$ cat src/rtl/tt_pkg.sv
// Shared types and constants for the truth-table sweep/capture block.
package tt_pkg;

  // Sequencer states: wait for start, walk the rows, announce completion.
  typedef enum logic [1:0] {
    StIdle,
    StRun,
    StFin
  } tt_state_e;

  // Number of truth-table rows for a given input count.
  function automatic int unsigned nrows(input int unsigned nin);
    return 32'd1 << nin;
  endfunction

  localparam int unsigned NIN_DEFAULT = 3;
  localparam int unsigned NROWS       = nrows(NIN_DEFAULT);

  // Truth table of F = (~x & z) | (x & ~y), bit i = row {x,y,z} == i.
  localparam logic [7:0] EXPECT_SOP = 8'h3A;

endpackage

$ cat src/rtl/tt_settle_timer.sv
// Per-row settle timer: counts 0..SETTLE while enabled and flags the last cycle.
module tt_settle_timer #(
  parameter int unsigned SETTLE = 2
) (
  input  logic clk,
  input  logic rst,
  input  logic clr_i,
  input  logic en_i,
  output logic tick_o
);

  localparam int unsigned W = (SETTLE > 0) ? $clog2(SETTLE + 1) : 1;
  localparam logic [W-1:0] Last = W'(SETTLE);

  logic [W-1:0] cnt_q;

  // Tick on the final hold cycle of a row; the sample is taken on that edge.
  assign tick_o = en_i && (cnt_q == Last);

  // Count while enabled, wrapping back to zero after each tick.
  always_ff @(posedge clk) begin
    if (rst || clr_i) begin
      cnt_q <= '0;
    end else if (en_i) begin
      if (tick_o) begin
        cnt_q <= '0;
      end else begin
        cnt_q <= cnt_q + 1'b1;
      end
    end
  end

endmodule

$ cat src/rtl/tt_sweep_capture.sv
// Sweeps all input rows of a combinational block, captures F per row and
// flags rows where Fn fails to be the complement of F.
module tt_sweep_capture
  import tt_pkg::*;
#(
  parameter int unsigned NIN    = 3,
  parameter int unsigned SETTLE = 2
) (
  input  logic                 clk,
  input  logic                 rst,
  input  logic                 start,
  output logic                 busy,
  output logic                 done,
  output logic [NIN-1:0]       xyz,
  input  logic                 f_in,
  input  logic                 fn_in,
  output logic [(1<<NIN)-1:0]  table_out,
  output logic [(1<<NIN)-1:0]  cmp_err,
  output logic                 err
);

  localparam int unsigned NRowsP  = nrows(NIN);
  localparam logic [NIN-1:0] LastRow = NIN'(NRowsP - 1);

  tt_state_e           state_q;
  logic [NIN-1:0]      row_q;
  logic                busy_q;
  logic                done_q;
  logic [NRowsP-1:0]   table_q;
  logic [NRowsP-1:0]   cmp_q;
  logic                err_q;

  logic                accept;
  logic                tick;
  logic                sample_eq;

  assign accept    = (state_q == StIdle) && start;
  // F equal to Fn means the complementary output is broken for this row.
  assign sample_eq = (f_in == fn_in);

  tt_settle_timer #(
    .SETTLE (SETTLE)
  ) u_timer (
    .clk    (clk),
    .rst    (rst),
    .clr_i  (accept),
    .en_i   (state_q == StRun),
    .tick_o (tick)
  );

  // Sequencer FSM with row counter, capture registers and error reduction.
  always_ff @(posedge clk) begin
    if (rst) begin
      state_q <= StIdle;
      row_q   <= '0;
      busy_q  <= 1'b0;
      done_q  <= 1'b0;
      table_q <= '0;
      cmp_q   <= '0;
      err_q   <= 1'b0;
    end else begin
      unique case (state_q)
        StIdle: begin
          done_q <= 1'b0;
          if (start) begin
            state_q <= StRun;
            busy_q  <= 1'b1;
            row_q   <= '0;
            table_q <= '0;
            cmp_q   <= '0;
            err_q   <= 1'b0;
          end
        end
        StRun: begin
          if (tick) begin
            table_q[row_q] <= f_in;
            cmp_q[row_q]   <= sample_eq;
            if (row_q == LastRow) begin
              // Terminal row ends the sweep; the row register parks at zero.
              state_q <= StFin;
              busy_q  <= 1'b0;
              done_q  <= 1'b1;
              row_q   <= '0;
              err_q   <= (|cmp_q) | sample_eq;
            end else begin
              row_q <= row_q + 1'b1;
            end
          end
        end
        StFin: begin
          state_q <= StIdle;
          done_q  <= 1'b0;
        end
        default: begin
          state_q <= StIdle;
          busy_q  <= 1'b0;
          done_q  <= 1'b0;
          row_q   <= '0;
        end
      endcase
    end
  end

  assign busy      = busy_q;
  assign done      = done_q;
  assign xyz       = row_q;
  assign table_out = table_q;
  assign cmp_err   = cmp_q;
  assign err       = err_q;

endmodule

$ cat config.mk
export PLATFORM = sky130hd
export DESIGN_NAME = tt_sweep_capture
export DESIGN_NICKNAME = d
export VERILOG_FILES = /design/src/rtl/tt_pkg.sv /design/src/rtl/tt_settle_timer.sv /design/src/rtl/tt_sweep_capture.sv
export SDC_FILE = /design/constraint.sdc
export NUM_CORES = 1
export LEC_CHECK = 0
export CAP_MARGIN = 15
export CORE_MARGIN = 2
export CORE_UTILIZATION = 51
export DETAILED_ROUTE_END_ITERATION = 8
export GPL_ROUTABILITY_DRIVEN = 0
export PLACE_DENSITY = 0.8
export RECOVER_POWER = 25
export SYNTH_ARGS = -nofsm -noshare
export SYNTH_HDL_FRONTEND = slang
export SYNTH_HIERARCHICAL = 1
export SYNTH_SLANG_ARGS = --single-unit
export TNS_END_PERCENT = 30
$ cat constraint.sdc
create_clock -name clk -period 2.4 [get_ports clk]
set_input_delay 0.36 -clock clk [delete_from_list [all_inputs] [get_ports clk]]
set_output_delay 0.36 -clock clk [all_outputs]
set_load 0.03 [all_outputs]
Word-level counts from Yosys, hierarchy flattened
Index checks and enable logic that the tools add are counted.
Storage, ports and cells
  bits in registers: 26
  output and inout bits: 22
Operators by class
  reduce and logical (&&, ||, !) cells: 14
  mux-type cells: 26
  eq/ne operators: 8
  order comparisons: 2
  bitwise gates (word level): 3
  $add $sub $neg: 2
Operators by type and width (count)
  8-bit one-hot mux with 2 select lines: 2
  8-bit 2-to-1 mux: 3
  8-bit bitwise mux: 2
  3-bit 2-to-1 mux: 3
  3-bit one-hot mux with 3 select lines: 1
  3-bit AND reduction: 3
  2-bit 2-to-1 mux: 4
  4-bit AND reduction: 2
  8-bit OR reduction: 1
  1-bit 2-to-1 mux: 7
  2-bit != test, second input constant: 3
  2-bit equality test, second input constant: 2
  3-bit by 4-bit less-than comparator with 1-bit output, second input constant: 1
  2-bit one-hot mux with 2 select lines: 1
  3-bit by 1-bit adder with 3-bit output, second input constant: 1
  1-bit demux with 3-bit select: 1
  3-bit equality test, second input constant: 1
  3-bit by 1-bit greater-or-equal comparator with 1-bit output, second input constant: 1
  1-bit logical AND: 3
  1-bit one-hot mux with 3 select lines: 1
  2-bit by 1-bit adder with 2-bit output, second input constant: 1
  2-bit by 1-bit equality test with 1-bit output, second input constant: 1
  2-bit logical NOT: 1
  1-bit NOT: 2
  other kinds (7): 7

Depth between registers and ports, before layout
  depth after elaboration: 7
  gate-level depth with buffers: 9
  depth with buffers taken out: 6

Cells and area by module
The synthesis kept the hierarchy.
Modules (own cells, without submodules)
  tt_sweep_capture: area each 1292.5 um^2, times used 1, sequential area each 480.5 um^2, cells each 147
  tt_settle_timer: area each 96.3 um^2, times used 1, sequential area each 40.0 um^2, cells each 10

Least setup slack after synthesis
OpenSTA, ideal clock, no wires.
  path type: flip-flop to flip-flop
  start: register state_q[0]
  end: register cmp_q[6] (netlist: cmp_err[6])
  setup slack: 0.696 ns
  cell stages (with the launch flop): 10
  data arrival time: 1.571 ns
  path through: dfxtp_1 > buf_6 > nor2b_1 > nand2_1 > nor2_1 > buf_2 > mux2i_4 > buf_6 > a211oi_1 > o32ai_1
On the way
  word-level cells in the longest chain between the ends: 4
Ends and longest elaborated chain
  start, declared: line tt_sweep_capture.sv:25  | tt_state_e state_q;
  start signal, assigned: line tt_sweep_capture.sv:54  | state_q <= StIdle;
  start signal, assigned: line tt_sweep_capture.sv:66  | state_q <= StRun;
  start signal, assigned: line tt_sweep_capture.sv:80  | state_q <= StFin;
  2-bit by 1-bit equality test with 1-bit output: line tt_sweep_capture.sv:47  | .en_i (state_q == StRun),
  1-bit logical AND: line tt_settle_timer.sv:18  | assign tick_o = en_i && (cnt_q == Last);
  named net tick: line tt_sweep_capture.sv:34  | logic tick;
  2-bit != test (no line)
  3-bit AND reduction (no line)
  end signal, assigned by index: line tt_sweep_capture.sv:77  | cmp_q[row_q] <= sample_eq;
  end, declared: line tt_sweep_capture.sv:30  | logic [NRowsP-1:0] cmp_q;
The timed path passes the listed nets, and every way through them passes these cells.
A chain may end at the register's enable or synchronous reset.

Worst setup path after layout
  start: register row_q[2] (netlist: xyz[2])
  end: output port xyz[2]
RTL lines
  start, declared: line tt_sweep_capture.sv:26  | logic [NIN-1:0] row_q;
  start signal, assigned: line tt_sweep_capture.sv:86  | row_q <= row_q + 1'b1;
  end, declared: line tt_sweep_capture.sv:14  | output logic [NIN-1:0] xyz,
No word-level cell between the ends.

==> Implementation_results.wiki <==
{| class="wikitable"
! Metric !! Value
|-
| Run status || completed
|-
| Top area cells in the synthesized netlist || sky130_fd_sc_hd__dfxtp_1 37%, sky130_fd_sc_hd__nand3_1 6.5%, sky130_fd_sc_hd__o32ai_1 5.7%, sky130_fd_sc_hd__a211oi_1 4.9%, sky130_fd_sc_hd__nand2b_1 4.5%
|-
| Number of distinct library cell variants in the gate-level netlist after synthesis || 33
|-
| Sum of buffers and inverters on the critical path || 1
|-
| # placed instances || 203
|-
| Clock-pin slew reported for the worst setup and hold paths after clock tree synthesis || 150 ps
|-
| Maximum ir drop on the vdd rail || 0.000432 V
|-
| DRC violation total after the first TritonRoute iteration || 61
|-
| Post-synthesis average cell area || 8.85 µm²
|-
| Number of antenna diodes || 0
|-
| Detailed placement HPWL || 2130 µm
|-
| Switching part of the total || 24.8%
|-
| Total gr overflow || 0
|-
| TritonCTS Buffers || 3
|-
| Top cell type's share of synthesized area || 37.5%
|-
| Leakage power summed over all cells || 0.532 nW
|-
| Sequential area share after synthesis || 37.5%
|-
| Pins Over Slew Limit || 0
|-
| DIE HEIGHT || 56.2 µm
|-
| Design Area, Final || 1660 µm²
|-
| Starting utilization of the core area || 55.1%
|-
| Clock network fraction of total power || 30.8%
|-
| Ys async rst share || 0%
|-
| First-pass iteration count of the detailed router || 5
|-
| Largest family of logic cells by synthesized area || simple AND/OR/NAND/NOR gates
|-
| Maximum number of pins on one net before global-route repair || 28
|-
| Gr busiest metal || met2
|-
| Final-report setup violation count || 0
|-
| Adder-Cell Fraction of Synth Area || 2.70%
|-
| Horizontal die dimension || 56.2 µm
|-
| Number of synthesized register bits || 26
|-
| Sequential fraction of design power || 58.7%
|-
| Final non-filler cell total || 207
|-
| Crit path max-delay family || buffers and inverters
|-
| DR WL/cell || 15.0 µm
|-
| Layout fillers || 219
|-
| Area share of xor/xnor cells in the synthesized design || 0.631%
|-
| Synth Area in Compound Gates || 22.4%
|-
| Post-layout nets || 186
|-
| Top cell type by total area after synthesis || sky130_fd_sc_hd__dfxtp_1
|-
| Clock Root Buffer || sky130_fd_sc_hd__clkbuf_4
|-
| Via count of the first global-routing pass || 1,083
|-
| First-pass GRT wire length || 5040 µm
|-
| Floorplan Core Area || 2520 µm²
|-
| Power per cell area || 452 nW/µm²
|-
| CTS Sinks || 26
|-
| Syn nets || 165
|-
| Final Hold Violating Endpoints || 0
|-
| Int Power || 0.563 mW
|-
| Largest stage delay on the critical path || 760 ps
|-
| Minimum clock period || 2070 ps
|-
| Clock Skew || 4.01 ps
|-
| Total standard cell area after synthesis || 1390 µm²
|-
| CTS tree || yes
|-
| Post-synth EDFFs || 0
|-
| Setup repair after global routing missed its margin || no
|-
| Crit-path cells || clkdlybuf4s50_1
|-
| Combinational cell fraction of total power || 10.5%
|-
| Worst-path fanout max || 14
|-
| Met3 usage || 5.58%
|-
| Detail-routed via count per cell || 6.07
|-
| Type of the worst setup path || reg -> out
|-
| Area share of and/or/nand/nor cells after synthesis || 26.0%
|-
| I/O pin count || 27
|-
| Headroom to the max-slew limit || 68.1%
|-
| Commonest register cell after synthesis || sky130_fd_sc_hd__dfxtp_1
|-
| Hold/Removal Path Class || reg -> reg
|-
| Clock latency reported for the late side of the worst-skew pair || 330 ps
|-
| Std-Cell Rows || 18
|-
| Maximum frequency from static timing analysis || 482 MHz
|-
| Drc violations || 0
|-
| CTS max path bufs || 2
|-
| Number of maximum-capacitance constraint violations || 0
|-
| Vias || 1,256
|-
| Remaining antenna violation count after routing || 0
|-
| Kind of capture point of the worst setup path || primary output
|-
| Synth-to-layout area growth || 19.2%
|-
| Die area || 3160 µm²
|-
| Psw || 0.186 mW
|-
| Post-CTS Setup Repair Bufs || 0
|-
| Routing usage on met1 || 27.6%
|-
| Mux contribution to synthesized area || 1.62%
|-
| Pin slew with the least headroom to its limit || 469 ps
|-
| Ratio of final minimum period to clock period || 86.4%
|-
| Final wirelength || 3100 µm
|-
| Total of hold buffers inserted after clock tree synthesis || 0
|-
| Grt met2 use || 30.8%
|-
| Number of gates given a new drive strength after cts || 0
|-
| Flip-flop and latch area || 520 µm²
|-
| Total global routing track utilization || 19.7%
|-
| H-tree depth || 1
|-
| Setup TNS || 0 ps
|-
| Share of final-layout standard cells stronger than drive strength 1 || 7.91%
|-
| Launching element type of the critical path || flip-flop
|-
| Number of warning messages in the yosys log || 6
|-
| Instance area after placement || 1630 µm²
|-
| Synthesized instance count || 157
|-
| CP max stage cell || sky130_fd_sc_hd__clkdlybuf4s50_1
|-
| Port buffer count || 26
|-
| Initial antenna violation count || 0
|-
| Data arrival at the endpoint of the critical path || 1710 ps
|-
| Area of the multi-input gates || 737 µm²
|-
| Endpoint required time on the critical path || 2040 ps
|}
-- power groups by stage --
stage,Clock (mW),Combinational [mW],Sequential (mW)
2_1_floorplan,0,0.0587,0.452
3_3_place_gp,0,0.0781,0.448
3_5_place_dp,0,0.0792,0.449
4_1_cts,0.230,0.0797,0.439
5_1_grt,0.248,0.0848,0.440
6_report,0.231,0.0784,0.439
-- state kept, by name, summed over array words and instances, names as in the netlist --
signal,flops
state_q,2
cmp_err,8
u_timer/cnt_q,2
err,1
xyz,3
done,1
busy,1
table_out,8
-- layer usage --
layer	vias up	share of wire, %
met5	-	0
met4	0	0.68
met3	4	5.3
met2	45	44
met1	585	50
li1	622	-
-- cell usage in the layout (no fill, tap or decap), drive strengths merged, types with 8 or more instances in the layout --
cell and n:
a211oi 11, a31oi 8, clkdlybuf4s50 21, dfxtp 26, inv 10, nand2b 10, nand3 18, o21ai 9
o32ai 9
-- Yosys cell counts, types with 4 or more instances --
| cell | count |
|---|---|
| sky130_fd_sc_hd__o21ai_0 | 9 |
| sky130_fd_sc_hd__o32ai_1 | 9 |
| sky130_fd_sc_hd__inv_1 | 10 |
| sky130_fd_sc_hd__a21oi_1 | 6 |
| sky130_fd_sc_hd__dfxtp_1 | 26 |
| sky130_fd_sc_hd__buf_2 | 5 |
| sky130_fd_sc_hd__a31oi_1 | 8 |
| sky130_fd_sc_hd__a211oi_1 | 9 |
| sky130_fd_sc_hd__nand3b_1 | 6 |
| sky130_fd_sc_hd__nand2b_1 | 10 |
| sky130_fd_sc_hd__nand3_1 | 18 |
| sky130_fd_sc_hd__clkbuf_1 | 4 |
| sky130_fd_sc_hd__nor2_1 | 5 |
-- metrics by stage --
step / total power [mW] / util [%] / hold slack, ps / setup slack (ps)
finish: 0.749 / 65.6 / 491 / 327
global route: 0.773 / 65.6 / 522 / 172
CTS: 0.749 / 66.0 / 501 / 326
detailed placement: 0.528 / 64.5 / 481 / 613
global placement: 0.527 / 64.5 / 466 / 675
floorplan: 0.510 / - / 425 / 696
-- cell families after synthesis --
kind of cell    after synthesis
mux                           1
flops                        26
simple gates                 57
compound gates               45
buf+inv                      24
xor+xnor                      1
fa+ha+maj                     3
-- final timing paths --
| kind | from | endpoint | slack (ps) | cells past startpoint |
|---|---|---|---|---|
| worst max-delay path | xyz[2]$_SDFFE_PP0P_ | xyz[2] | 330 | 1 |
| worst min-delay path | err$_SDFFE_PP0P_ | err$_SDFFE_PP0P_ | 490 | 2 |
| worst max register to register | state_q[0]$_SDFFE_PP0P_ | table_out[2]$_SDFFE_PP0P_ | 360 | 7 |
| worst min register to register | err$_SDFFE_PP0P_ | err$_SDFFE_PP0P_ | 490 | 2 |
-- area by class of cell --
class	count	area share (%)
clock buffer	4	2.19
tap	30	2.27
timing repair buffer	30	17.3
sequential	26	31.4
multi-input combinational	107	44.5
inverter	10	2.27
Note: power is estimated with default switching activity, not from simulation.
